### config.mk
export PLATFORM = sky130hd
export DESIGN_NAME = grf_mp_sb_flat
export DESIGN_NICKNAME = d
export VERILOG_FILES = /design/src/rtl/cpu_rf_pkg.sv /design/src/rtl/grf_mp_sb_if.sv /design/src/rtl/grf_scoreboard.sv /design/src/rtl/grf_mp_sb.sv /design/src/flat_wrapper.sv
export SDC_FILE = /design/constraint.sdc
export NUM_CORES = 2
export LEC_CHECK = 0
export ABC_CLOCK_PERIOD_IN_PS = 68400
export CORE_MARGIN = 2
export CORE_UTILIZATION = 39
export DETAILED_ROUTE_END_ITERATION = 7
export PLACE_DENSITY = 0.61
export SLEW_MARGIN = 20
export SYNTH_ARGS = -nofsm -noshare
export SYNTH_HDL_FRONTEND = slang
export SYNTH_HIERARCHICAL = 1
export SYNTH_SLANG_ARGS = --single-unit
### constraint.sdc
create_clock -name clk -period 68.4 [get_ports clk]
set_input_delay 10.26 -clock clk [delete_from_list [all_inputs] [get_ports clk]]
set_output_delay 10.26 -clock clk [all_outputs]
set_load 0.01 [all_outputs]
### src/rtl/cpu_rf_pkg.sv
// Shared definitions for the general register file: default geometry, the
// hard-wired zero register and a helper for slicing packed per-port vectors.
package cpu_rf_pkg;

    localparam int DEF_DATA_W = 32;
    localparam int DEF_ADDR_W = 5;
    localparam int ZERO_REG   = 0;

    // Widest packed port vector / field the slicing helper has to handle.
    localparam int VEC_MAX    = 128;
    localparam int FIELD_MAX  = 64;

    // Returns field idx (each w bits wide) of a packed port vector, zero-extended.
    function automatic logic [FIELD_MAX-1:0] slice_field(
        input logic [VEC_MAX-1:0] vec,
        input int                 idx,
        input int                 w
    );
        logic [VEC_MAX-1:0]   shifted;
        logic [FIELD_MAX-1:0] mask;
        shifted = vec >> (idx * w);
        mask    = (FIELD_MAX'(1) << w) - FIELD_MAX'(1);
        return FIELD_MAX'(shifted) & mask;
    endfunction

endpackage

### src/rtl/grf_mp_sb_if.sv
// Read, write and allocation bundle of the scoreboarded register file.
// master = issuing/writeback pipeline, slave = register file.
interface grf_mp_sb_if #(
    parameter int DATA_W = 32,
    parameter int ADDR_W = 5,
    parameter int NUM_RD = 2,
    parameter int NUM_WR = 2
);
    logic [NUM_RD*ADDR_W-1:0] rd_addr;
    logic [NUM_RD*DATA_W-1:0] rd_data;
    logic [NUM_RD-1:0]        rd_ready;
    logic [NUM_WR-1:0]        wr_en;
    logic [NUM_WR*ADDR_W-1:0] wr_addr;
    logic [NUM_WR*DATA_W-1:0] wr_data;
    logic                     alloc_en;
    logic [ADDR_W-1:0]        alloc_addr;
    logic                     alloc_ok;
    logic [ADDR_W:0]          pending_cnt;

    modport master (
        output rd_addr, wr_en, wr_addr, wr_data, alloc_en, alloc_addr,
        input  rd_data, rd_ready, alloc_ok, pending_cnt
    );

    modport slave (
        input  rd_addr, wr_en, wr_addr, wr_data, alloc_en, alloc_addr,
        output rd_data, rd_ready, alloc_ok, pending_cnt
    );
endinterface

### src/rtl/grf_scoreboard.sv
// Per-register pending bits: writes clear, accepted allocations set,
// allocation beats a same-cycle write. Also keeps a registered pending count.
module grf_scoreboard
    import cpu_rf_pkg::*;
#(
    parameter int ADDR_W = DEF_ADDR_W,
    parameter int NUM_RD = 2,
    parameter int NUM_WR = 2
) (
    input  logic                     clk,
    input  logic                     reset,
    input  logic [NUM_WR-1:0]        wr_en,
    input  logic [NUM_WR*ADDR_W-1:0] wr_addr,
    input  logic                     alloc_en,
    input  logic [ADDR_W-1:0]        alloc_addr,
    input  logic [NUM_RD*ADDR_W-1:0] rd_addr,
    output logic [NUM_RD-1:0]        rd_pending,
    output logic                     alloc_ok,
    output logic [ADDR_W:0]          pending_cnt
);
    localparam int DEPTH = 2 ** ADDR_W;

    logic [DEPTH-1:0] pending;
    logic [DEPTH-1:0] pending_nxt;
    logic [ADDR_W:0]  cnt_nxt;
    logic             alloc_wr_hit;

    always_comb begin
        alloc_wr_hit = 1'b0;
        for (int k = 0; k < NUM_WR; k++) begin
            if (wr_en[k] &&
                ADDR_W'(slice_field(VEC_MAX'(wr_addr), k, ADDR_W)) == alloc_addr)
                alloc_wr_hit = 1'b1;
        end
        alloc_ok = (alloc_addr == ADDR_W'(ZERO_REG)) || !pending[alloc_addr] || alloc_wr_hit;
    end

    always_comb begin
        rd_pending = '0;
        for (int i = 0; i < NUM_RD; i++)
            rd_pending[i] = pending[ADDR_W'(slice_field(VEC_MAX'(rd_addr), i, ADDR_W))];
    end

    // Clears first, then the allocation set, so a same-cycle alloc leaves the bit set.
    always_comb begin
        pending_nxt = pending;
        for (int k = 0; k < NUM_WR; k++) begin
            if (wr_en[k])
                pending_nxt[ADDR_W'(slice_field(VEC_MAX'(wr_addr), k, ADDR_W))] = 1'b0;
        end
        if (alloc_en && alloc_ok)
            pending_nxt[alloc_addr] = 1'b1;
        pending_nxt[ZERO_REG] = 1'b0;
        cnt_nxt = '0;
        for (int r = 0; r < DEPTH; r++)
            cnt_nxt = cnt_nxt + (ADDR_W+1)'(pending_nxt[r]);
    end

    always_ff @(posedge clk or posedge reset) begin
        if (reset) begin
            pending     <= '0;
            pending_cnt <= '0;
        end else begin
            pending     <= pending_nxt;
            pending_cnt <= cnt_nxt;
        end
    end

endmodule

### src/rtl/grf_mp_sb.sv
// Multi-port general register file with optional write-through bypass and a
// per-register pending scoreboard for operand readiness and destination allocation.
module grf_mp_sb
    import cpu_rf_pkg::*;
#(
    parameter int DATA_W = DEF_DATA_W,
    parameter int ADDR_W = DEF_ADDR_W,
    parameter int NUM_RD = 2,
    parameter int NUM_WR = 2,
    parameter bit BYPASS = 1'b1
) (
    input  logic         clk,
    input  logic         reset,
    grf_mp_sb_if.slave   bus
);
    localparam int DEPTH = 2 ** ADDR_W;

    logic [DATA_W-1:0] regs [DEPTH];
    logic [NUM_RD-1:0] rd_pending;

    grf_scoreboard #(
        .ADDR_W (ADDR_W),
        .NUM_RD (NUM_RD),
        .NUM_WR (NUM_WR)
    ) u_scoreboard (
        .clk         (clk),
        .reset       (reset),
        .wr_en       (bus.wr_en),
        .wr_addr     (bus.wr_addr),
        .alloc_en    (bus.alloc_en),
        .alloc_addr  (bus.alloc_addr),
        .rd_addr     (bus.rd_addr),
        .rd_pending  (rd_pending),
        .alloc_ok    (bus.alloc_ok),
        .pending_cnt (bus.pending_cnt)
    );

    // NOTE: the array is reset as a whole because the register file must read
    // zero right after reset; this keeps it in flops rather than a RAM macro.
    // NOTE: ports are visited in ascending order with non-blocking updates, so
    // the last (highest-index) write to an address is the one that lands.
    always_ff @(posedge clk or posedge reset) begin
        if (reset) begin
            for (int r = 0; r < DEPTH; r++)
                regs[r] <= '0;
        end else begin
            for (int k = 0; k < NUM_WR; k++) begin
                if (bus.wr_en[k] &&
                    ADDR_W'(slice_field(VEC_MAX'(bus.wr_addr), k, ADDR_W)) != ADDR_W'(ZERO_REG))
                    regs[ADDR_W'(slice_field(VEC_MAX'(bus.wr_addr), k, ADDR_W))] <=
                        DATA_W'(slice_field(VEC_MAX'(bus.wr_data), k, DATA_W));
            end
        end
    end

    logic [ADDR_W-1:0] ra;
    logic [DATA_W-1:0] rd;
    logic              hit;

    // NOTE: every variable written here gets a default first so no latch is inferred.
    always_comb begin
        bus.rd_data  = '0;
        bus.rd_ready = '0;
        ra           = '0;
        rd           = '0;
        hit          = 1'b0;
        for (int i = 0; i < NUM_RD; i++) begin
            ra  = ADDR_W'(slice_field(VEC_MAX'(bus.rd_addr), i, ADDR_W));
            rd  = regs[ra];
            hit = 1'b0;
            if (BYPASS) begin
                for (int k = 0; k < NUM_WR; k++) begin
                    if (bus.wr_en[k] &&
                        ADDR_W'(slice_field(VEC_MAX'(bus.wr_addr), k, ADDR_W)) == ra) begin
                        rd  = DATA_W'(slice_field(VEC_MAX'(bus.wr_data), k, DATA_W));
                        hit = 1'b1;
                    end
                end
            end
            if (ra == ADDR_W'(ZERO_REG))
                rd = '0;
            bus.rd_data[i*DATA_W +: DATA_W] = rd;
            bus.rd_ready[i] = (ra == ADDR_W'(ZERO_REG)) || !rd_pending[i] || hit;
        end
    end

endmodule

### src/flat_wrapper.sv
// flat-port wrapper written by rule: the top's interface ports become plain ports
module grf_mp_sb_flat import cpu_rf_pkg::*;
#(
    parameter int DATA_W = DEF_DATA_W,
    parameter int ADDR_W = DEF_ADDR_W,
    parameter int NUM_RD = 2,
    parameter int NUM_WR = 2,
    parameter bit BYPASS = 1'b1
)
  (clk, reset, bus_rd_addr, bus_wr_en, bus_wr_addr, bus_wr_data, bus_alloc_en, bus_alloc_addr, bus_rd_data, bus_rd_ready, bus_alloc_ok, bus_pending_cnt);
  grf_mp_sb_if #(.DATA_W(DATA_W), .ADDR_W(ADDR_W), .NUM_RD(NUM_RD), .NUM_WR(NUM_WR)) bus_i ();
  input  logic clk;
  input  logic reset;
  input wire logic [$bits(bus_i.rd_addr)-1:0] bus_rd_addr;
  input wire logic [$bits(bus_i.wr_en)-1:0] bus_wr_en;
  input wire logic [$bits(bus_i.wr_addr)-1:0] bus_wr_addr;
  input wire logic [$bits(bus_i.wr_data)-1:0] bus_wr_data;
  input wire logic [$bits(bus_i.alloc_en)-1:0] bus_alloc_en;
  input wire logic [$bits(bus_i.alloc_addr)-1:0] bus_alloc_addr;
  output wire logic [$bits(bus_i.rd_data)-1:0] bus_rd_data;
  output wire logic [$bits(bus_i.rd_ready)-1:0] bus_rd_ready;
  output wire logic [$bits(bus_i.alloc_ok)-1:0] bus_alloc_ok;
  output wire logic [$bits(bus_i.pending_cnt)-1:0] bus_pending_cnt;
  assign bus_i.rd_addr = bus_rd_addr;
  assign bus_i.wr_en = bus_wr_en;
  assign bus_i.wr_addr = bus_wr_addr;
  assign bus_i.wr_data = bus_wr_data;
  assign bus_i.alloc_en = bus_alloc_en;
  assign bus_i.alloc_addr = bus_alloc_addr;
  assign bus_rd_data = bus_i.rd_data;
  assign bus_rd_ready = bus_i.rd_ready;
  assign bus_alloc_ok = bus_i.alloc_ok;
  assign bus_pending_cnt = bus_i.pending_cnt;
  grf_mp_sb #(.DATA_W(DATA_W), .ADDR_W(ADDR_W), .NUM_RD(NUM_RD), .NUM_WR(NUM_WR), .BYPASS(BYPASS)) u_core (.clk(clk), .reset(reset), .bus(bus_i));
endmodule
==> Word level (Yosys, flattened, before mapping) <==
Cells that the tools add are included.
{ "op_classes": {"n_addsub": 30, "n_lt_le_gt_ge": 14, "n_eq_ne": 6, "mux": 41, "n_bitwise": 9, "reduce_logical": 28} }
{ "ops": {"columns": ["op", "count"], "rows": [
  ["1024-bit bitwise mux", 2],
  ["1024-bit two-way mux", 2],
  ["32-bit two-way mux", 15],
  ["32-bit binary-select mux with 5-bit select", 2],
  ["32-bit demux with 5-bit select", 2],
  ["6-bit by 1-bit adder with 6-bit output", 25],
  ["32-bit bitwise AND", 2],
  ["32-bit NOT", 2],
  ["32-bit OR", 1],
  ["5-bit == test", 6],
  ["5-bit by 6-bit less-than comparator with 1-bit output, second input constant", 5],
  ["6-bit greater-or-equal comparator, second input constant", 4],
  ["5-bit NOT with 6-bit output", 4],
  ["1-bit binary-select mux with 5-bit select", 3],
  ["1-bit demux with 5-bit select", 3],
  ["5-bit by 1-bit greater-or-equal comparator with 1-bit output, second input constant", 3],
  ["5-bit logical NOT", 3],
  ["1-bit logical AND", 14],
  ["6-bit by 1-bit less-than comparator with 1-bit output, second input constant", 2],
  ["1-bit two-way mux", 12],
  ["5-bit nonzero test", 2],
  ["5-bit by 1-bit adder with 6-bit output", 1],
  ["1-bit logical OR", 6],
  ["4-bit by 1-bit adder with 5-bit output", 1],
  ["other kinds (4)", 6]
]} }
{ "totals": {"ff_bits": 1061, "out_inout_bits": 73} }

==> Longest topological paths before layout <==
{ "logic_depth": {"depth_word": 41, "ltp_mapped": 24, "mapped_depth_nobuf": 21} }

==> Hierarchy <==
Netlist, hierarchy kept.
{ "modules_own_cells": {"columns": ["module", "instances", "cells_per_inst", "area_each_um2", "seq_area_each_um2"], "rows": [
  ["grf_mp_sb", 1, 6227, 64967.3, 25624.6],
  ["grf_scoreboard", 1, 351, 3728.6, 925.9]
]} }

==> Worst setup path before layout <==
OpenSTA, ideal clock, no wires.
{ "synth_timing": {"kind": "input-to-output", "start": "input port bus_rd_addr[5]", "end": "output port bus_rd_data[48]", "t_arrival_ps": 12241, "required_time_ps": 58140, "setup_slack_ps": 45899, "path_stages": 9, "cell_sequence": "buf_6 buf_6 buf_6 buf_2 mux4_2 mux2_2 o22ai_1 nor4_1 a221o_1"} }
{ "synth_via": {"elab_chain_cells": 7} }
{ "synth_rtl": {"columns": ["item", "line", "source"], "rows": [
  ["from (decl)", "flat_wrapper.sv:14", "input wire logic [$bits(bus_i.rd_addr)-1:0] bus_rd_addr;"],
  ["5-bit NOT with 6-bit output (not written as such)", "grf_mp_sb.sv:69", "rd = regs[ra];"],
  ["32-bit binary-select mux with 5-bit select", "grf_mp_sb.sv:69", null],
  ["32-bit two-way mux (not written as such) (2 in a row)", "grf_mp_sb.sv:69", null],
  ["32-bit two-way mux (2 in a row)", "grf_mp_sb.sv:73", "if (bus.wr_en[k] &&"],
  ["32-bit two-way mux *", "grf_mp_sb.sv:80", "if (ra == ADDR_W'(ZERO_REG))"],
  ["to (decl)", "flat_wrapper.sv:20", "output wire logic [$bits(bus_i.rd_data)-1:0] bus_rd_data;"]
]} }
Mark *: on every way between the ends. The rest lies on a longest branch, timed or not. The select of a mux whose other input is x is not followed.

==> Final worst setup path <==
{ "layout_timing": {"start": "input port bus_wr_addr[6]", "end": "output port bus_rd_data[27]"} }
{ "layout_via": {"elab_chain_cells": 4} }
{ "layout_rtl": {"columns": ["item", "line", "source"], "rows": [
  ["from (decl)", "flat_wrapper.sv:16", "input wire logic [$bits(bus_i.wr_addr)-1:0] bus_wr_addr;"],
  ["5-bit == test", "grf_mp_sb.sv:74", "ADDR_W'(slice_field(VEC_MAX'(bus.wr_addr), k, ADDR_W)) == ra) begin"],
  ["1-bit logical AND", "grf_mp_sb.sv:73", null],
  ["32-bit two-way mux", "grf_mp_sb.sv:73", null],
  ["32-bit two-way mux", "grf_mp_sb.sv:80", null]
]} }
No other way between the ends.

==> impl_metrics.csv <==
group,metric,value,unit
outcome,outcome,"complete, no violations",
setup_path,critical_path_required,58140,ps
flow_run,max_cap_violations,0,
yosys,synth_area,0.0687,sq mm
final_layout,fin_nets,6307,
global_routing,antenna_found_initial,10,
route,drt_iter0_drc,8742,
final_layout,fillCellCount,16200,
yosys,synth.yosys.seq_area_share,38.6,%
final_layout,regArea,0.0266,sq mm
final_layout,drive_above_1_share,17.3,%
global_routing,grt_start_max_net_pins,170,
min_path,hold_class,"reg2reg",
pwr,leakage,31.1,nW
placed_design,io_buffers,166,
timing,rsz0062_at_grt,"no",
floorplanning,rows,154,
route,ant_nets,0,
setup_path,reg2reg_depth,21,
timing,setup-violations-final,0,
timing,fmax,0.0386,GHz
setup_path,path_max_fanout,32,
route,dr.pass1.iters,7,
route,wire_per_inst,32.9,um
floorplanning,die_height,424,um
cts,clk_pin_slew,60,ps
timing,fin_crit_sh,37.9,%
final_layout,multiInputGateArea,0.0388,sq mm
yosys,synth_flop_cell,"dfrtp_1",
timing,max_slew_margin,16.0,%
setup_path,worst-setup-path-type,"in2out",
final_layout,fin_util,43.2,%
yosys,syn_avg_cell_area,10.4,sq um
global_routing,grt.overflow.total,0,
yosys,synth_cells,6578,
cts,hold_buffers,0,
global_routing,grt_pass1_wl,408000,um
route,drc,0,
pwr,powerDensity,30.7,mW/mm^2
yosys,syn-num-nets,6702,
route,dr_total_vias,57400,
route,finalWirelength,283000,um
pwr,ir_drop,0.0346,mV
timing,fin_crit,25910,ps
cts,clock_sinks,1061,
yosys,synthArstFlopShare,100,%
min_path,hold_path_depth,0,
floorplanning,die_area,0.180,sq mm
timing,clock_skew,11.3,ps
setup_path,startpoint_type,"primary input",
floorplanning,start_util,39.1,%
setup_path,arrival,15650,ps
yosys,synth_edf_count,0,
cts,insertion_delay,750,ps
global_routing,grt_usage,30.9,%
timing,finalSetupTns,0,ps
timing,tightest_slew,1260,ps
placed_design,dp_hpwl,162000,um
floorplanning,io_pins,167,
cts,post_cts_resized,0,
floorplanning,die_w,424,um
yosys,ys_types,71,
timing,hold_viol_final,0,
cts,cts_root_buf,"clkbuf_16",
timing,drv_slew,0,
floorplanning,core,0.176,sq mm
cts,numCtsBuffers,114,
global_routing,grt_pass1_vias,55400,
cts,post_cts_buffers,0,
yosys,ys_ff_latch,1061,
final_layout,area_growth,10.4,%
placed_design,routabilityCongestion,0.896,
yosys,synth_warnings,6,
cts,cts_tree,"yes",
route,viasPerCell,6.66,
cts,clockBufferDepth,3,
setup_path,end_kind,"output pin",
cts,htreeDepth,3,
-- flip-flops by register name, summed over array words and instances, names as in the netlist --
name                             cells
u_core/regs                       1024
u_core/u_scoreboard/pending_cnt      6
u_core/u_scoreboard/pending         31
-- placed cells by master, fill, tap and decap left out, types with 9 or more instances in the layout --
cell type / instances
a31oi_1: 36
clkdlybuf4s50_1: 157
a32oi_1: 183
nor2_1: 730
nand3_1: 12
mux4_2: 495
nand2_1: 375
nand4_1: 11
fa_1: 23
a22o_1: 38
mux2_1: 10
bufinv_16: 14
o21ai_1: 240
a221o_1: 30
nor2b_1: 36
a21oi_1: 682
o21ai_0: 97
nand2_4: 23
nor3_2: 9
nor3_1: 69
nand2b_1: 12
clkinv_2: 16
clkbuf_8: 41
inv_1: 61
nor2_4: 26
o32ai_1: 29
mux2_2: 97
buf_4: 190
a22oi_1: 20
a311oi_1: 23
o221ai_1: 32
o22ai_1: 63
xnor2_1: 27
a32o_1: 22
clkbuf_16: 117
nand2_2: 9
dfrtp_1: 1061
clkbuf_1: 18
nor4_1: 33
mux2i_1: 990
-- critical path, cell delays in order --
cell             delay, ps
clkdlybuf4s50_1        920
xnor2_1                160
nand4_1                610
buf_4                  550
nor2_1                 120
or3_2                  990
o32ai_1               1180
clkdlybuf4s50_1        820
-- final cells by class --
| type | instances | share of cell area [%] |
|---|---|---|
| Antenna cell | 3 | 0.00990 |
| Clock buffer | 176 | 4.69 |
| Clock inverter | 36 | 0.737 |
| Inverter | 64 | 0.333 |
| Multi-Input combinational cell | 4581 | 51.1 |
| Sequential cell | 1061 | 35.0 |
| Tap cell | 2340 | 3.86 |
| Timing Repair Buffer | 361 | 4.23 |
-- Yosys cell counts (all sizes together), types with 36 or more instances --
cell    instances  share of area, %
nor3           80              0.60
a21oi         682               5.0
mux2i         990                14
inv            64              0.35
a22o           38              0.48
nor2          757               4.1
nand2         407               2.2
o22ai          64              0.59
mux4          495                16
dfrtp        1061                39
mux2          110               1.8
nor2b          36              0.33
buf           250               1.9
a31oi          36              0.33
a32oi         183               2.3
clkbuf        622               3.5
o21ai         340               2.5
-- stage by stage --
step	setup WS, ps	instance area, sq um	cells	hold WS (ps)	total power [mW]
final	42490	75900	8622	396	2.33
after global routing	42450	75800	8620	412	2.43
after CTS	42710	75800	8619	397	2.32
after detailed placement	42710	71700	8407	382	1.63
after global placement	42630	71700	8406	377	1.60
after floorplan	29320	68700	6578	441	1.41
-- kinds of logic (layout without fill, tap and decap cells) --
kind of cell               after synthesis  in the layout  share of synthesized area (%)
xor gates and xnor gates                33             33                          0.421
AOI/OAI and AO/OA                     1523           1523                           13.6
buffers and inverters                  936            637                           5.65
other                                    0              3                              0
adders and majority gates               30             30                          0.798
DFF                                   1061           1061                           38.6
and+or+nand+nor                       1400           1400                           8.45
muxes                                 1595           1595                           32.5
-- power breakdown --
group / internal [mW] / total [mW] / switching (mW)
registers: 0.793 / 0.930 / 0.137
clock network: 0.409 / 0.690 / 0.281
logic: 0.368 / 0.708 / 0.340
total: 1.57 / 2.33 / 0.759
-- worst paths after layout --
kind,end,start,slack (ps)
max,bus_rd_data[27],bus_wr_addr[6],42490
min,u_core/regs[1018]$_DFF_PP0_,u_core/regs[1018]$_DFF_PP0_,400
max reg2reg,u_core/u_scoreboard/pending_cnt[4]$_DFF_PP0_,u_core/u_scoreboard/pending[8]$_DFF_PP0_,61620
min reg2reg,u_core/regs[1018]$_DFF_PP0_,u_core/regs[1018]$_DFF_PP0_,400
max in group asynchronous,u_core/regs[270]$_DFF_PP0_,reset,54340
min in group asynchronous,u_core/regs[0]$_DFF_PP0_,reset,10060
-- routing by layer --
metal,up-vias,GRT usage [%],wire length [um]
li1,23500,-,-
met1,28800,39.4,105000
met2,4052,46.1,124000
met3,1040,8.02,32200
met4,12,21.2,22400
met5,-,0.188,109
No activity file was read; power rests on OpenSTA's default activity.
